**src/rtl/motor_drive_pkg.sv**
```systemverilog
// -----------------------------------------------------------------------------
// motor_drive_pkg
// Shared definitions for the motor drive block: steering command codes,
// travel direction values, wheel FSM state encoding and H-bridge pin patterns.
// -----------------------------------------------------------------------------
package motor_drive_pkg;

  // Steering commands from the direction controller; codes 6..15 act as STOP.
  typedef enum logic [3:0] {
    STOP         = 4'd0,
    PROCEED      = 4'd1,
    HARD_LEFT    = 4'd2,
    HARD_RIGHT   = 4'd3,
    NINETY_LEFT  = 4'd4,
    NINETY_RIGHT = 4'd5
  } dir_code_e;

  // Travel direction, also used as the per-wheel polarity value.
  localparam logic FORWARDS = 1'b0;
  localparam logic REVERSE  = 1'b1;

  typedef enum logic [1:0] {
    IDLE      = 2'd0,
    RUN       = 2'd1,
    RAMP_DOWN = 2'd2,
    DEAD      = 2'd3
  } wheel_state_e;

  // {in1, in2} patterns driven onto the H-bridge.
  typedef enum logic [1:0] {
    PINS_COAST = 2'b00,
    PINS_REV   = 2'b01,
    PINS_FWD   = 2'b10,
    PINS_BRAKE = 2'b11
  } bridge_pins_e;

endpackage

```
**src/rtl/motor_drive_wheel_channel.sv**
```systemverilog
// -----------------------------------------------------------------------------
// motor_drive_wheel_channel
// One wheel: ramps its PWM duty toward a signed target once per PWM period,
// and when the target changes sign it ramps to zero, coasts for a dead-time,
// and only then flips the H-bridge polarity.
//
// Ports:
//   clk, rst      - clock, asynchronous active-low reset
//   target        - signed duty target (sign = polarity, magnitude = duty)
//   boundary      - one-clock strobe on the last count of each PWM period
//   counter       - free-running PWM counter
//   pwm           - registered PWM enable (counter < duty)
//   in1, in2      - H-bridge polarity pins
//   reversing     - high while ramping down for, or waiting out, a reversal
// -----------------------------------------------------------------------------
module motor_drive_wheel_channel
  import motor_drive_pkg::*;
#(
  parameter int PWM_BITS     = 8,
  parameter int RAMP_STEP    = 8,
  parameter int DEAD_PERIODS = 4
) (
  input  logic                       clk,
  input  logic                       rst,
  input  logic signed [PWM_BITS:0]   target,
  input  logic                       boundary,
  input  logic        [PWM_BITS-1:0] counter,
  output logic                       pwm,
  output logic                       in1,
  output logic                       in2,
  output logic                       reversing
);

  localparam int                  DEAD_W    = (DEAD_PERIODS > 1) ? $clog2(DEAD_PERIODS) : 1;
  localparam logic [PWM_BITS-1:0] STEP      = PWM_BITS'(RAMP_STEP);
  localparam logic [DEAD_W-1:0]   DEAD_LAST = DEAD_W'(DEAD_PERIODS - 1);

  wheel_state_e        state_q, state_d;
  logic [PWM_BITS-1:0] duty_q, duty_d;
  logic                pol_q, pol_d;
  logic [DEAD_W-1:0]   dead_q, dead_d;
  bridge_pins_e        pins_q, pins_d;

  logic                tgt_neg;
  logic                tgt_nz;
  logic [PWM_BITS-1:0] tgt_mag;
  logic [PWM_BITS-1:0] diff;
  logic [PWM_BITS-1:0] toward;   // duty one ramp step closer to |target|
  logic [PWM_BITS-1:0] ramp_dn;  // duty one ramp step closer to zero

  // NOTE: every variable assigned in always_comb gets a default first, so no
  // path leaves it unassigned and no latch is inferred.
  always_comb begin
    tgt_neg = target[PWM_BITS];
    tgt_nz  = |target;
    tgt_mag = tgt_neg ? PWM_BITS'(-target) : PWM_BITS'(target);
    diff    = '0;
    toward  = duty_q;
    if (duty_q < tgt_mag) begin
      diff   = tgt_mag - duty_q;
      toward = duty_q + ((diff > STEP) ? STEP : diff);
    end else begin
      diff   = duty_q - tgt_mag;
      toward = duty_q - ((diff > STEP) ? STEP : diff);
    end
    ramp_dn = (duty_q > STEP) ? duty_q - STEP : '0;
  end

  // Next state: everything moves only on the period boundary, so a duty or
  // pin change never truncates a pulse already in flight.
  always_comb begin
    state_d = state_q;
    duty_d  = duty_q;
    pol_d   = pol_q;
    dead_d  = dead_q;
    pins_d  = pins_q;
    if (boundary) begin
      case (state_q)
        IDLE: begin
          if (tgt_nz) begin
            state_d = RUN;
            pol_d   = tgt_neg;
            duty_d  = toward;
          end
        end
        RUN: begin
          if (tgt_nz && (tgt_neg != pol_q)) begin
            duty_d  = ramp_dn;
            dead_d  = '0;
            state_d = (ramp_dn == '0) ? DEAD : RAMP_DOWN;
          end else begin
            duty_d = toward;
            if (!tgt_nz && (toward == '0)) state_d = IDLE;
          end
        end
        RAMP_DOWN: begin
          // Original sign came back before reaching zero: resume, no dead-time.
          if (tgt_nz && (tgt_neg == pol_q)) begin
            state_d = RUN;
            duty_d  = toward;
          end else begin
            duty_d = ramp_dn;
            dead_d = '0;
            if (ramp_dn == '0) state_d = DEAD;
          end
        end
        DEAD: begin
          // The dead-time always runs to completion; the target is only
          // looked at once it has expired.
          if (dead_q == DEAD_LAST) begin
            if (tgt_nz) begin
              state_d = RUN;
              pol_d   = tgt_neg;
              duty_d  = toward;
            end else begin
              state_d = IDLE;
            end
          end else begin
            dead_d = dead_q + 1'b1;
          end
        end
        default: state_d = IDLE;
      endcase

      case (state_d)
        IDLE:    pins_d = PINS_BRAKE;
        DEAD:    pins_d = PINS_COAST;
        default: pins_d = (pol_d == REVERSE) ? PINS_REV : PINS_FWD;
      endcase
    end
  end

  // NOTE: sequential state uses non-blocking assignments so every register
  // samples the pre-edge values regardless of statement order.
  always_ff @(posedge clk or negedge rst) begin
    if (!rst) begin
      state_q <= IDLE;
      duty_q  <= '0;
      pol_q   <= FORWARDS;
      dead_q  <= '0;
      pins_q  <= PINS_COAST;
      pwm     <= 1'b0;
    end else begin
      state_q <= state_d;
      duty_q  <= duty_d;
      pol_q   <= pol_d;
      dead_q  <= dead_d;
      pins_q  <= pins_d;
      pwm     <= (counter < duty_q);
    end
  end

  assign in1       = pins_q[1];
  assign in2       = pins_q[0];
  assign reversing = (state_q == RAMP_DOWN) || (state_q == DEAD);

endmodule

```
**src/rtl/motor_drive.sv**
```systemverilog
// -----------------------------------------------------------------------------
// motor_drive
// Turns the steering command DIR and the travel direction into PWM enables
// and H-bridge polarity for the left and right drive motors.
//
// Ports:
//   clk, rst               - clock, asynchronous active-low reset
//   DIR                    - 4-bit steering command
//   direction              - FORWARDS (0) / REVERSE (1)
//   left_pwm, right_pwm    - registered PWM enables
//   left_in1/2, right_in1/2- H-bridge pins (10 fwd, 01 rev, 00 coast, 11 brake)
//   reversing              - bit0 left, bit1 right: wheel is unwinding a reversal
// -----------------------------------------------------------------------------
module motor_drive
  import motor_drive_pkg::*;
#(
  parameter int PWM_BITS     = 8,
  parameter int FULL_DUTY    = 240,
  parameter int SLOW_DUTY    = 96,
  parameter int PIVOT_DUTY   = 160,
  parameter int RAMP_STEP    = 8,
  parameter int DEAD_PERIODS = 4
) (
  input  logic       clk,
  input  logic       rst,
  input  logic [3:0] DIR,
  input  logic       direction,
  output logic       left_pwm,
  output logic       right_pwm,
  output logic       left_in1,
  output logic       left_in2,
  output logic       right_in1,
  output logic       right_in2,
  output logic [1:0] reversing
);

  localparam logic signed [PWM_BITS:0] FULL_S  = (PWM_BITS + 1)'(FULL_DUTY);
  localparam logic signed [PWM_BITS:0] SLOW_S  = (PWM_BITS + 1)'(SLOW_DUTY);
  localparam logic signed [PWM_BITS:0] PIVOT_S = (PWM_BITS + 1)'(PIVOT_DUTY);

  logic [3:0]                dir_q;
  logic                      direction_q;
  logic [PWM_BITS-1:0]       counter_q;
  logic                      boundary;
  logic signed [PWM_BITS:0]  left_target, right_target;

  always_ff @(posedge clk or negedge rst) begin
    if (!rst) begin
      dir_q       <= STOP;
      direction_q <= FORWARDS;
      counter_q   <= '0;
    end else begin
      dir_q       <= DIR;
      direction_q <= direction;
      counter_q   <= counter_q + 1'b1;
    end
  end

  // Last count of the period; the wheels commit new duty on this edge so the
  // fresh value starts exactly as the counter wraps to zero.
  assign boundary = &counter_q;

  always_comb begin
    left_target  = '0;
    right_target = '0;
    case (dir_q)
      PROCEED:      begin left_target = FULL_S;   right_target = FULL_S;   end
      HARD_LEFT:    begin left_target = SLOW_S;   right_target = FULL_S;   end
      HARD_RIGHT:   begin left_target = FULL_S;   right_target = SLOW_S;   end
      NINETY_LEFT:  begin left_target = -PIVOT_S; right_target = PIVOT_S;  end
      NINETY_RIGHT: begin left_target = PIVOT_S;  right_target = -PIVOT_S; end
      default:      ;
    endcase
    if (direction_q == REVERSE) begin
      left_target  = -left_target;
      right_target = -right_target;
    end
  end

  motor_drive_wheel_channel #(
    .PWM_BITS    (PWM_BITS),
    .RAMP_STEP   (RAMP_STEP),
    .DEAD_PERIODS(DEAD_PERIODS)
  ) u_left (
    .clk      (clk),
    .rst      (rst),
    .target   (left_target),
    .boundary (boundary),
    .counter  (counter_q),
    .pwm      (left_pwm),
    .in1      (left_in1),
    .in2      (left_in2),
    .reversing(reversing[0])
  );

  motor_drive_wheel_channel #(
    .PWM_BITS    (PWM_BITS),
    .RAMP_STEP   (RAMP_STEP),
    .DEAD_PERIODS(DEAD_PERIODS)
  ) u_right (
    .clk      (clk),
    .rst      (rst),
    .target   (right_target),
    .boundary (boundary),
    .counter  (counter_q),
    .pwm      (right_pwm),
    .in1      (right_in1),
    .in2      (right_in2),
    .reversing(reversing[1])
  );

endmodule

```
**config.mk**
```make
export PLATFORM = sky130hd
export DESIGN_NAME = motor_drive
export DESIGN_NICKNAME = d
export VERILOG_FILES = /design/src/rtl/motor_drive_pkg.sv /design/src/rtl/motor_drive_wheel_channel.sv /design/src/rtl/motor_drive.sv
export SDC_FILE = /design/constraint.sdc
export NUM_CORES = 1
export LEC_CHECK = 0
export CAP_MARGIN = 25
export CORE_UTILIZATION = 55
export CTS_BUF_LIST = sky130_fd_sc_hd__clkbuf_16
export CTS_CLUSTER_DIAMETER = 100
export CTS_CLUSTER_SIZE = 10
export DETAILED_ROUTE_END_ITERATION = 7
export PLACE_DENSITY_LB_ADDON = 0.05
export SLEW_MARGIN = 5
export SYNTH_ARGS = -nofsm -noshare
export SYNTH_HDL_FRONTEND = slang
export SYNTH_HIERARCHICAL = 1
export SYNTH_SLANG_ARGS = --single-unit
export TNS_END_PERCENT = 20
```
**constraint.sdc**
```tcl
create_clock -name clk -period 6.5 [get_ports clk]
set_input_delay 1.3 -clock clk [delete_from_list [all_inputs] [get_ports clk]]
set_output_delay 1.3 -clock clk [all_outputs]
set_load 0.05 [all_outputs]
```
==> results of run 1 <==
-- logic make-up (layout without fill, tap and decap cells) --
family | count (synthesis) | after routing | share of synthesized area (%)
adders and majority gates | 83 | 83 | 18.08
DFF | 45 | 45 | 18.79
and+or+nand+nor | 267 | 267 | 23.47
AOI/OAI and AO/OA | 212 | 212 | 24.62
xor gates and xnor gates | 50 | 50 | 7.308
muxes | 7 | 7 | 1.232
buffers and inverters | 87 | 98 | 6.431
other | 1 | 24 | 0.06258
-- synth_stat cells (all sizes together) (14+ instances only) --
| cell | instances |
|---|---|
| dfrtp | 45 |
| xor2 | 18 |
| o21ai | 51 |
| nand2b | 19 |
| inv | 64 |
| nand2 | 72 |
| ha | 77 |
| a21oi | 59 |
| nor2b | 15 |
| nor2 | 60 |
| xnor2 | 32 |
| a21o | 17 |
| nand3 | 20 |
| buf | 15 |
| o31ai | 14 |
| nor3 | 22 |
-- metrics by stage --
stage | cells | worst slack, ns | utilization (%) | setup TNS [ns]
after floorplan | 775 | 0.3833 | - | 0
after global placement | 907 | 0.1194 | 59.99 | 0
after detailed placement | 909 | -0.07428 | 60.22 | -0.07428
after CTS | 917 | 0.02000 | 61.88 | 0
after global routing | 922 | -0.01665 | 63.38 | -0.01665
final | 922 | 0.3244 | 63.38 | 0
-- final cells by class --
class / instances / area [um2]
Fill cell: 948 / 3831
Clock inverter: 3 / 41.29
Sequential cell: 45 / 1131
Inverter: 64 / 240.2
Clock buffer: 5 / 125.1
Tap cell: 136 / 170.2
Multi-Input combinational cell: 643 / 4693
Timing Repair Buffer: 26 / 230.2
-- layer usage --
| layer | global-route usage, % | vias up | part of all wire, % |
|---|---|---|---|
| li1 | - | 2719 | - |
| met1 | 40.33 | 2551 | 49 |
| met2 | 41.14 | 153 | 44 |
| met3 | 3.740 | 17 | 5.1 |
| met4 | 6.052 | 0 | 1.1 |
| met5 | 0 | - | 0 |
-- state kept, by name (all words and copies together) (netlist names) --
register,flops
u_right/state_q,2
u_right/pins_q,2
counter_q,8
u_right/pol_q,1
u_left/pol_q,1
u_right/dead_q,2
dir_q,4
u_left/dead_q,2
u_left/state_q,2
u_right/duty_q,8
direction_q,1
u_left/pwm,1
u_left/pins_q,2
u_right/pwm,1
u_left/duty_q,8
-- worst min-delay path by stage --
stage	startpoint	endpoint	slack (ns)	cells past startpoint
floorplan	counter_q[0]	counter_q[0]	0.45	1
finish	counter_q[0]	counter_q[0]	0.51	1
CTS	counter_q[0]	counter_q[0]	0.51	1
global placement	counter_q[0]	counter_q[0]	0.48	1
global route	u_left/pins_q[0]	u_left/pins_q[0]	0.52	1
detailed placement	u_left/pins_q[0]	u_left/pins_q[0]	0.50	1
-- where the power goes --
group          internal [W]  leakage (nW)  total [W]  switching, W
registers          0.000282         0.536   0.000286    0.00000459
logic              0.000162          2.27   0.000389      0.000227
clock network      0.000180        0.0775   0.000297      0.000116
total              0.000624          2.88   0.000972      0.000348
-- repair_timing --
action	CTS	global route
resized for setup	3	29
endpoints found under the hold margin	0	0
buffers inserted	0	5
setup endpoints to repair	1	4
pin swaps	0	3
==> results.sh, run 1 <==
export IMPL_avgSynthCellArea_um2=7.968
export IMPL_crit_slowest_cell="dfrtp_2"
export IMPL_grt_pass1_wl_um=24690
export IMPL_clk_pin_slew_ns=0.07
export IMPL_rsz0062_at_grt="true"
export IMPL_drc_errors=0
export IMPL_die_height_um=106.4
export IMPL_reg2regPathDepth=31
export IMPL_fin_nets=875
export IMPL_vias=5440
export IMPL_area_delta_synth_final_pct=10.67
export IMPL_antenna_found_initial=0
export IMPL_antenna_cells=0
export IMPL_drt_first_iter_violations=499
export IMPL_yosysWarnings=6
export IMPL_drv_slew=0
export IMPL_relSlewSlack_pct=34.50
export IMPL_cp_num_cells=31
export IMPL_detail_route_antenna_nets=0
export IMPL_clock_latency_ns=0.30
export IMPL_yosys_area_top_type="dfrtp_1"
export IMPL_htreeDepth=2
export IMPL_leakage_nw=2.884
export IMPL_power_density_nw_per_um2=146.6
export IMPL_whs_ns=0.5058
export IMPL_synthFlopType="dfrtp_1"
export IMPL_setup_viol=0
export IMPL_viasPerCell=5.900
export IMPL_grt_max_degree=27
export IMPL_max_clock_freq_mhz=161.9
export IMPL_layout_drive_gt1_share_pct=10.31
export IMPL_die_w_um=106.4
export IMPL_initial_core_util_pct=57.27
export IMPL_r2r_end="u_right/pins_q[0]"
export IMPL_fin_crit_sh_pct=95.01
export IMPL_placed_area_um2=6301
export IMPL_crit_family="simple AND/OR/NAND/NOR gates"
export IMPL_ctsRootBufferMaster="clkbuf_16"
export IMPL_async_reset_ff_share_pct=100.0
export IMPL_synth_seq_cells=45
export IMPL_clock_sinks=45
export IMPL_gr_usage_all_layers_pct=27.07
export IMPL_status="finished clean"
export IMPL_synth_top_cell_area_share_pct=18.79
export IMPL_finalCriticalPeriod_ns=6.176
export IMPL_cts_tree="yes"
export IMPL_core_um2=10460
export IMPL_drtPass1Iterations=5
export IMPL_wirelength_um=14490
export IMPL_overflow=0
export IMPL_final_cell_mix="nand2_1, ha_1, inv_1, nor2_1, a21oi_1"
export IMPL_cts_buffers=5
export IMPL_crit_required_ns=6.68
export IMPL_yosysUniqueCellTypes=92
export IMPL_synth_edf_count=0
export IMPL_r2r_start="dir_q[2]"
export IMPL_crit_top_cell="a21oi_1"
export IMPL_die_area_um2=11320
export IMPL_worstSetupPathType="flip-flop to flip-flop"
export IMPL_rows=37
export IMPL_yosysSeqAreaShare_pct=18.79
export IMPL_endpoint_kind="flip-flop"
export IMPL_dp_hpwl_um=11350
export IMPL_finalPower_w=0.0009720
export IMPL_synthTopCellsByArea="dfrtp_1, ha_1, a21oi_1"
export IMPL_max_stage_delay_ns=0.51
export IMPL_startpoint_type="flip-flop"
export IMPL_ctsLongestPathBuffers=2
export IMPL_r2r_slack_ns=0.32
export IMPL_io_buffers=14
export IMPL_ir_drop_mv=0.1316
export IMPL_synth_area_um2=5992
export IMPL_routabilityCongestion=0.8878
export IMPL_syn_instance_count=752
export IMPL_wl_per_cell_um=15.71
export IMPL_final_hold_viol_count=0
export IMPL_critPathArrivalTime_ns=6.35
export IMPL_cp_endpoint="u_right/pins_q[0]"
export IMPL_worst_slew_pin_slew_ns=0.9722
export IMPL_cap_violations=0
export IMPL_ctsHoldBuffers=0
export IMPL_skew_ns=0.009733
export IMPL_worstPathMaxFanout=14
export IMPL_fin_area_um2=6631
export IMPL_ios=15
export IMPL_hp_class="flip-flop to flip-flop"
export IMPL_grt_pass1_vias=5119
export IMPL_crit_path_start="dir_q[2]"
export IMPL_path_buf_inv=1
(Power assumes the default switching activity.)
==> run 2, diff against run 1 <==
ABC_AREA = 1   (was default)
ABC_CLOCK_PERIOD_IN_PS = 6500   (was default)
CORE_UTILIZATION = 40   (was 55)
==> results.sh, run 2 <==
export IMPL_yosysWarnings=6
export IMPL_ir_drop_mv=0.08304
export IMPL_vias=5609
export IMPL_power_density_nw_per_um2=140.1
export IMPL_grt_pass1_vias=5559
export IMPL_die_area_um2=15810
export IMPL_dr_wl_met3_um=310
export IMPL_antenna_cells=0
export IMPL_crit_required_ns=6.71
export IMPL_worstPathMaxFanout=6
export IMPL_viasPerCell=5.049
export IMPL_synth_cells_most_frequent="nand2_1, inv_1, ha_1, nand3_1, nor2_1"
export IMPL_synth_top_cell_area_share_pct=18.38
export IMPL_cap_violations=0
export IMPL_wl_per_cell_um=13.73
export IMPL_htreeDepth=2
export IMPL_die_height_um=125.8
export IMPL_final_setup_tns_ns=0
export IMPL_yosysSeqAreaShare_pct=18.38
export IMPL_status="finished clean"
export IMPL_yosysUniqueCellTypes=51
export IMPL_worstSetupPathType="flip-flop to flip-flop"
export IMPL_met2WireLength_um=7618
export IMPL_final_cell_mix="nand2_1, inv_1, ha_1, nand3_1, nor2_1"
export IMPL_async_reset_ff_share_pct=100.0
export IMPL_top_layer="met4"
export IMPL_drv_slew=0
export IMPL_synth_seq_cells=45
export IMPL_intPower_w=0.0005633
export IMPL_ios=15
export IMPL_drc_errors=0
export IMPL_rows=44
export IMPL_yosys_area_top_type="dfrtp_1"
export IMPL_power_switching_w=0.0003698
export IMPL_grt_max_degree=46
export IMPL_cts_tree="yes"
export IMPL_max_stage_delay_ns=0.42
export IMPL_wl_met1_um=7229
export IMPL_multi_input_area_um2=4363
export IMPL_ctsHoldBuffers=0
export IMPL_clkPwrFrac_pct=27.7
export IMPL_post_cts_buffers=0
export IMPL_fin_crit_sh_pct=87.13
export IMPL_drt_first_iter_violations=277
export IMPL_clock_sinks=45
export IMPL_cts_buffers=5
export IMPL_synthFlopType="dfrtp_1"
export IMPL_crit_top_cell="nand2_1"
export IMPL_overflow=0
export IMPL_worst_slew_pin_slew_ns=0.7936
export IMPL_dp_slack_ns=0.8158
export IMPL_leakage_nw=3.435
export IMPL_initial_core_util_pct=41.52
export IMPL_p_seq_share_pct=30.4
export IMPL_setup_viol=0
export IMPL_synthTopCellsByArea="dfrtp_1, ha_1, nand2_1"
export IMPL_swShare_pct=39.63
export IMPL_gr_usage_all_layers_pct=20.28
export IMPL_ctsRootBufferMaster="clkbuf_16"
export IMPL_synth_edf_count=0
export IMPL_p_comb_share_pct=41.9
export IMPL_syn_instance_count=890
export IMPL_antenna_found_initial=0
export IMPL_critPathArrivalTime_ns=5.87
export IMPL_layout_drive_gt1_share_pct=10.68
export IMPL_seq_area_um2=1126
export IMPL_hp_class="flip-flop to flip-flop"
export IMPL_fin_ws_ns=0.8362
export IMPL_final_common_cell="nand2_1"
export IMPL_avgSynthCellArea_um2=6.883
export IMPL_detail_route_antenna_nets=0
export IMPL_cts_repair_resized=0
export IMPL_routabilityCongestion=0.9220
export IMPL_startpoint_type="flip-flop"
export IMPL_io_buffers=14
export IMPL_wirelength_um=15250
export IMPL_core_um2=14750
export IMPL_dp_hpwl_um=12770
export IMPL_ctsLongestPathBuffers=2
export IMPL_clock_latency_ns=0.29
export IMPL_relSlewSlack_pct=46.53
export IMPL_max_clock_freq_mhz=176.6
export IMPL_area_delta_synth_final_pct=8.762
export IMPL_finalCriticalPeriod_ns=5.664
export IMPL_die_w_um=125.8
export IMPL_skew_ns=0.008860
export IMPL_reg_largest_list="counter_q (8), u_left/duty_q (8), u_right/duty_q (8)"
export IMPL_drtPass1Iterations=5
export IMPL_yosysMostFrequentCell="nand2_1"
export IMPL_grt_pass1_wl_um=26350
export IMPL_rsz0062_at_grt="false"
export IMPL_fin_nets=1016
export IMPL_final_hold_viol_count=0
export IMPL_clk_pin_slew_ns=0.07
export IMPL_crit_slowest_cell="dfrtp_1"
export IMPL_endpoint_kind="flip-flop"
export IMPL_fin_util_pct=45.16
export IMPL_fillers=1510
export IMPL_synth_area_um2=6126
-- run 2: cells by family (layout without fill, tap and decap cells) --
logic type / after synthesis / in the layout / synth area share [%]
simple gates: 391 / 391 / 30.56
buf+inv: 176 / 194 / 11.56
compound gates: 147 / 147 / 14.79
fa+ha+maj: 83 / 83 / 17.69
xor+xnor: 47 / 47 / 6.965
flops: 45 / 45 / 18.38
other cells: 1 / 20 / 0.06122
-- run 2: final cells by class --
class,count,area share (%)
timing repair buffer,18,2.479
sequential,45,16.90
inverter,168,9.465
tap,184,3.455
clock inverter,3,0.3380
multi-input combinational,688,65.48
clock buffer,5,1.878
-- run 2: routing by layer --
| metal | GRT usage [%] | up-vias |
|---|---|---|
| li1 | - | 2932 |
| met1 | 25.57 | 2603 |
| met2 | 38.24 | 68 |
| met3 | 1.487 | 6 |
| met4 | 3.118 | 0 |
| met5 | 0 | - |
-- run 2: per-stage QoR --
| step | area (um2) | hold slack (ns) | power, W | std cells |
|---|---|---|---|---|
| final | 6663 | 0.4939 | 0.0009331 | 1111 |
| after global routing | 6663 | 0.5288 | 0.001008 | 1111 |
| after CTS | 6663 | 0.5042 | 0.0009396 | 1111 |
| after detailed placement | 6515 | 0.4864 | 0.0006759 | 1103 |
| after global placement | 6515 | 0.4746 | 0.0006738 | 1103 |
| after floorplan | 6197 | 0.4570 | 0.0006060 | 909 |
-- run 2: power groups by stage --
stage	clock network, W	logic (W)	registers [W]
2_1_floorplan	0	0.000317	0.000289
5_1_grt	0.000277	0.000447	0.000284
3_5_place_dp	0	0.000387	0.000289
6_report	0.000258	0.000391	0.000284
4_1_cts	0.000266	0.000390	0.000283
3_3_place_gp	0	0.000385	0.000289
-- run 2: worst paths after layout --
check	start	end	slack, ns	depth (start not counted)
hold / removal	u_left/pins_q[1]	u_left/pins_q[1]	0.49	2
setup / recovery	dir_q[0]	u_left/pins_q[0]	0.84	37
setup reg to reg	dir_q[0]	u_left/pins_q[0]	0.84	37
min in group asynchronous	rst	u_left/state_q[0]	1.11	2
hold reg to reg	u_left/pins_q[1]	u_left/pins_q[1]	0.49	2
max in group asynchronous	rst	counter_q[3]	4.98	2
-- run 2: worst max-delay path, delay by kind of cell (launching register included) --
| kind | cells | cell delay [ns] |
|---|---|---|
| simple gates | 19 | 2.15 |
| xor+xnor | 2 | 0.47 |
| fa+ha+maj | 4 | 1.22 |
| compound gates | 7 | 1.07 |
| flops | 1 | 0.42 |
| buf+inv | 5 | 0.27 |
==> RTL change 1 (config.mk and constraints of run 1) <==
`DEAD_PERIODS` is set to 4 in 2 places; all go to 2.
--- a/src/rtl/motor_drive_wheel_channel.sv
+++ b/src/rtl/motor_drive_wheel_channel.sv
@@ -19,5 +19,5 @@
   parameter int PWM_BITS     = 8,
   parameter int RAMP_STEP    = 8,
-  parameter int DEAD_PERIODS = 4
+  parameter int DEAD_PERIODS = 2
 ) (
   input  logic                       clk,
--- a/src/rtl/motor_drive.sv
+++ b/src/rtl/motor_drive.sv
@@ -20,5 +20,5 @@
   parameter int PIVOT_DUTY   = 160,
   parameter int RAMP_STEP    = 8,
-  parameter int DEAD_PERIODS = 4
+  parameter int DEAD_PERIODS = 2
 ) (
   input  logic       clk,
Behaviour: no difference found for any inputs over 10 cycles, from zero or initial values and one cycle with rst low; that may be too few to reach the edited logic, so the function may still have changed.
==> RTL change 1 against run 1 <==
Setup slack lost 170 ps; design area grew 3.8%; non-clock buffer count grew 18; area after synthesis grew 0.50%; routed wire length grew 7.6%; global-route usage grew 0.82 points; first-iteration DRC count shrank 37%; sequential cell count shrank 2; combinational power shrank 3%; fmax shrank 2.7%; count of clock-buffer cells in the layout is the same; total power grew 1.3%; die area grew 0.50%; critical path type unchanged; largest cell class unchanged; highest routed layer unchanged.
==> RTL change 1: results (changes against run 1) <==
Power and ir drop
The leakage power total is 0.00308 uW (+6.9%). The switching part of the total is 33.8% (-2.0 points). The worst-case vdd ir drop is 0.100 mV (-24%).

Drt
The average vias per placed instance is 5.97 (+1.1%). The total wirelength of the detailed-routed design is 15.6 mm (+7.6%). The wire length on met3 is 383 um (-48%). The violation count after the first detailed-routing iteration was 316 (-37%).

The routed via count is 5734 (+5.4%).

Placed design
The placer congestion estimate is 0.887 (-0.14%). The detailed-placement wirelength estimate is 12.2 mm (+7.4%). The instance count after placement with tap cells included is 944 (+3.9%). The worst slack at placement is -14.7 ps (+59.6 ps). The area after detailed placement was 0.00646 mm2 (+2.5%).

Logic synthesis
Ranked by instance count, the synthesized netlist is headed by 75 x sky130_fd_sc_hd__ha_1, 72 x sky130_fd_sc_hd__nor2_1, 61 x sky130_fd_sc_hd__inv_1. Ranked by total cell area, the synthesized netlist is headed by sky130_fd_sc_hd__dfrtp_1 18%, sky130_fd_sc_hd__ha_1 16%, sky130_fd_sc_hd__xnor2_1 4.5%, sky130_fd_sc_hd__a21oi_1 4.5%, sky130_fd_sc_hd__nor2_1 4.5%. The register area share after synthesis is 17.9% (-0.92 points). The gate count after technology mapping came to 767 (+2.0%).

Outcome
The run finished with clean final reports.

Worst setup path
The highest-delay cell along the critical path is sky130_fd_sc_hd__or4_1. The peak fanout along the critical path came to 8 (-6).

Global routing
The pin count of the biggest net entering global routing is 25 (-7.4%). The met2 usage in global routing is 50.5% (+9.4 points).

Cells and area
The post-layout net count is 912 (+4.2%). The fraction of layout instances using a drive strength above 1 is 13.7% (+3.4 points). The number of fill cells is 921 (-2.8%).

STA
The clock skew was 13.1 ps (+3.38 ps).
-- RTL change 1: cell types whose count changed after synthesis, sizes merged, moves of 7 or more --
cell	delta
nand2	-13
nor2	+13
nor3	-7
o211ai	+7
o21a	+8
-- RTL change 1: kinds of logic after synthesis --
group,share of synthesized area [%]
and+or+nand+nor,22.8
AOI/OAI and AO/OA,27.6
buffers and inverters,6.11
adders and majority gates,17.6
xor gates and xnor gates,6.98
DFF,17.9
muxes,1.08
other,0.0623
-- RTL change 1: power groups by stage --
stage          registers, uW  clock network (uW)  logic [uW]
2_1_floorplan            275                   0         268
3_3_place_gp             277                   0         328
3_5_place_dp             277                   0         337
4_1_cts                  272                 340         340
5_1_grt                  272                 351         415
6_report                 272                 333         379
-- RTL change 1: worst paths after layout --
kind / from / endpoint / slack, ps / cells past startpoint
setup / recovery: direction_q$_DFF_PN0_ / u_right/pins_q[0]$_DFFE_PN0P_ / 150 / 29
hold / removal: counter_q[0]$_DFF_PN0_ / counter_q[0]$_DFF_PN0_ / 510 / 1
setup reg to reg: direction_q$_DFF_PN0_ / u_right/pins_q[0]$_DFFE_PN0P_ / 150 / 29
hold reg to reg: counter_q[0]$_DFF_PN0_ / counter_q[0]$_DFF_PN0_ / 510 / 1
max in group asynchronous: rst / dir_q[1]$_DFF_PN0_ / 4960 / 2
min in group asynchronous: rst / u_right/duty_q[0]$_DFFE_PN0P_ / 1000 / 1
-- RTL change 1: area by class of cell --
| cell class | instances | share of cell area [%] |
|---|---|---|
| Clock buffer | 5 | 1.82 |
| Tap cell | 136 | 2.47 |
| Sequential cell | 43 | 15.7 |
| Multi-Input combinational cell | 668 | 70.3 |
| Clock inverter | 3 | 0.927 |
| Timing Repair Buffer | 44 | 5.43 |
| Inverter | 62 | 3.38 |
==> RTL change 2 (flow settings as in run 1) <==
Made on the original files. Register the inputs `DIR` and `direction` before use, with the module's reset. The logic sees them one clock later.
--- a/src/rtl/motor_drive.sv
+++ b/src/rtl/motor_drive.sv
@@ -39,4 +39,17 @@
   localparam logic signed [PWM_BITS:0] PIVOT_S = (PWM_BITS + 1)'(PIVOT_DUTY);
 
+  logic [3:0] DIR_q;
+  logic direction_r;
+
+  always_ff @(posedge clk or negedge rst) begin
+    if (!rst) begin
+      DIR_q       <= '0;
+      direction_r <= '0;
+    end else begin
+      DIR_q       <= DIR;
+      direction_r <= direction;
+    end
+  end
+
   logic [3:0]                dir_q;
   logic                      direction_q;
@@ -51,6 +64,6 @@
       counter_q   <= '0;
     end else begin
-      dir_q       <= DIR;
-      direction_q <= direction;
+      dir_q       <= DIR_q;
+      direction_q <= direction_r;
       counter_q   <= counter_q + 1'b1;
     end
Formal check against the unedited RTL: no difference found for any inputs over 10 cycles, from zero or initial values and one cycle with rst low; that may be too few to reach the edited logic, so the function may still have changed.
==> RTL change 2 against run 1 <==
Sequential cell count grew 5; synthesized cell count is 0.93% higher; die area is 2.2% higher; global-route usage fell by 0.35 points; setup slack got worse by 1.4 ps; fmax barely moved; area after synthesis rose by 2.2%; first-iteration DRC count decreased by 22%; via count increased by 2.2%; routed wire length grew 5.6%; total power grew 3.7%; final cell count grew 2.6%; non-clock buffer count grew 13; design area rose by 4.4%.
==> RTL change 2: results (changes against run 1) <==
Clock tree
The insertion delay of the later-clocked pin in the worst-skew pair came to 300 ps (about the same).

Global routing
The met2 usage in global routing is 42.6% (+1.5 points). The fraction of met1 tracks used by global routing is 37.8% (-2.5 points). The number of antenna violations at the first check in global routing was 0 (unchanged).

The overall routing resource usage is 26.7% (-0.35 points). The wire length of the first global-routing pass is 24.5 mm (-0.87%). The number of global-route vias before repair came to 5059 (-1.2%).

The pin count of the biggest net entering global routing was 51 (+89%). The met3 layer usage reported by global route is 4.72% (+0.98 points).

Outcome
The run finished with clean final reports.

Placed design
The placer congestion estimate was 0.902 (+1.6%). The worst slack at placement came to -114 ps (-39.2 ps). The detailed-placement wirelength estimate was 11.5 mm (+1.7%).

Logic synthesis
The number of warnings reported in the yosys synthesis log is 6 (unchanged). The register area share after synthesis is 20.4% (+1.6 points). Counting instances in the post-synthesis netlist gives the leading cell types as 77 x sky130_fd_sc_hd__ha_1, 70 x sky130_fd_sc_hd__nand2_1, 65 x sky130_fd_sc_hd__inv_1. In the post-synthesis netlist, the biggest area contributors are sky130_fd_sc_hd__dfrtp_1 20%, sky130_fd_sc_hd__ha_1 16%, sky130_fd_sc_hd__xnor2_1 4.7%, sky130_fd_sc_hd__a21oi_1 4.7%, sky130_fd_sc_hd__nand2_1 4.3%. The number of enable-type register cells in the synthesized netlist is 0 (unchanged).

Worst hold path
The startpoint of the most critical hold path is DIR_q[0]$_DFF_PN0_. The instance count along the most critical hold path is 0 (-1). The hold-critical path endpoint is dir_q[0]$_DFF_PN0_.

Worst setup path
The launch point of the critical path is direction_q$_DFF_PN0_. The biggest cell delay along the critical path is 450 ps (-60 ps). The arrival time of the worst setup path was 6370 ps (+20 ps).

The critical path endpoint is u_right/pins_q[0]$_DFFE_PN0P_. The worst flop-to-flop path startpoint is direction_q$_DFF_PN0_. The peak fanout along the critical path is 8 (-6).

Drt
The average vias per placed instance is 5.87 (-0.44%). The violation count after the first detailed-routing iteration is 391 (-22%). The total routed wire length on the met1 layer was 7.39 mm (+3.1%). The met2 routed wirelength is 7.01 mm (+9.2%). In this run the top signal layer used is met4. The residual DRC count came to 0 (unchanged). The average wire length per cell after detail routing came to 16.2 um (+2.9%). The wire length on met3 is 687 um (-6.7%).

Cells and area
The post-layout net count is 895 (+2.3%). The number of fill cells is 953 (+0.53%). The fraction of layout instances using a drive strength above 1 is 13.0% (+2.7 points).

STA
The clock skew is 5.31 ps (-4.42 ps). The highest clock frequency the design can meet is 162 MHz (about the same). The relative slew slack is 36.3% (+1.8 points).

Power and ir drop
The leakage power total is 0.00301 uW (+4.3%). The worst-case vdd ir drop is 0.133 mV (+0.96%).

Job
The max-cap check violation count was 0 (unchanged).
RTL change 2: cell types whose count changed after synthesis, sizes merged:
| cell | delta |
|---|---|
| and3 | -1 |
| nand4 | +1 |
| nand2 | -2 |
| xor2 | -1 |
| xnor2 | +1 |
| nand3 | +1 |
| dfrtp | +5 |
| nor2 | +1 |
| inv | +2 |
RTL change 2: final cells by class:
class	instances	share of cell area, %
Timing Repair Buffer	39	4.70
Clock buffer	5	1.81
Inverter	66	3.58
Sequential cell	50	18.2
Tap cell	140	2.53
Multi-Input combinational cell	643	68.8
Clock inverter	3	0.416
RTL change 2: repair_timing:
action                     in CTS  in global routing
gates resized for setup         3                 43
pin swaps                       0                  6
buffers inserted                0                 18
setup endpoints to repair       2                  4
RTL change 2: cells by family after synthesis:
| group | share of synthesized area [%] |
|---|---|
| buf+inv | 6.41 |
| compound gates | 24.1 |
| xor+xnor | 7.15 |
| other cells | 0.0612 |
| fa+ha+maj | 17.7 |
| mux | 1.21 |
| flops | 20.4 |
| simple gates | 23.0 |
RTL change 2: stage by stage:
stage / std cells / cell area, um2 / hold slack [ps] / total power (uW)
global placement: 920 / 6430 / 331 / 668
finish: 946 / 6920 / 350 / 1010
global route: 946 / 6920 / 355 / 1070
floorplan: 782 / 6210 / 331 / 612
CTS: 928 / 6600 / 353 / 972
detailed placement: 920 / 6430 / 336 / 677
RTL change 2: report_power, final:
group / total, uW / internal, uW / switching, uW / leakage, uW
clock network: 287 / 148 / 139 / 0.0000763
logic: 402 / 171 / 231 / 0.00234
registers: 319 / 314 / 4.79 / 0.000593
total: 1010 / 633 / 375 / 0.00301
RTL change 2: critical path, delay by kind of cell, from the launching register on:
kind	cells	cell delay [ps]
mux	1	270
buf+inv	1	60
xor+xnor	3	480
flops	1	450
fa+ha+maj	4	1160
compound gates	9	1480
simple gates	13	2130
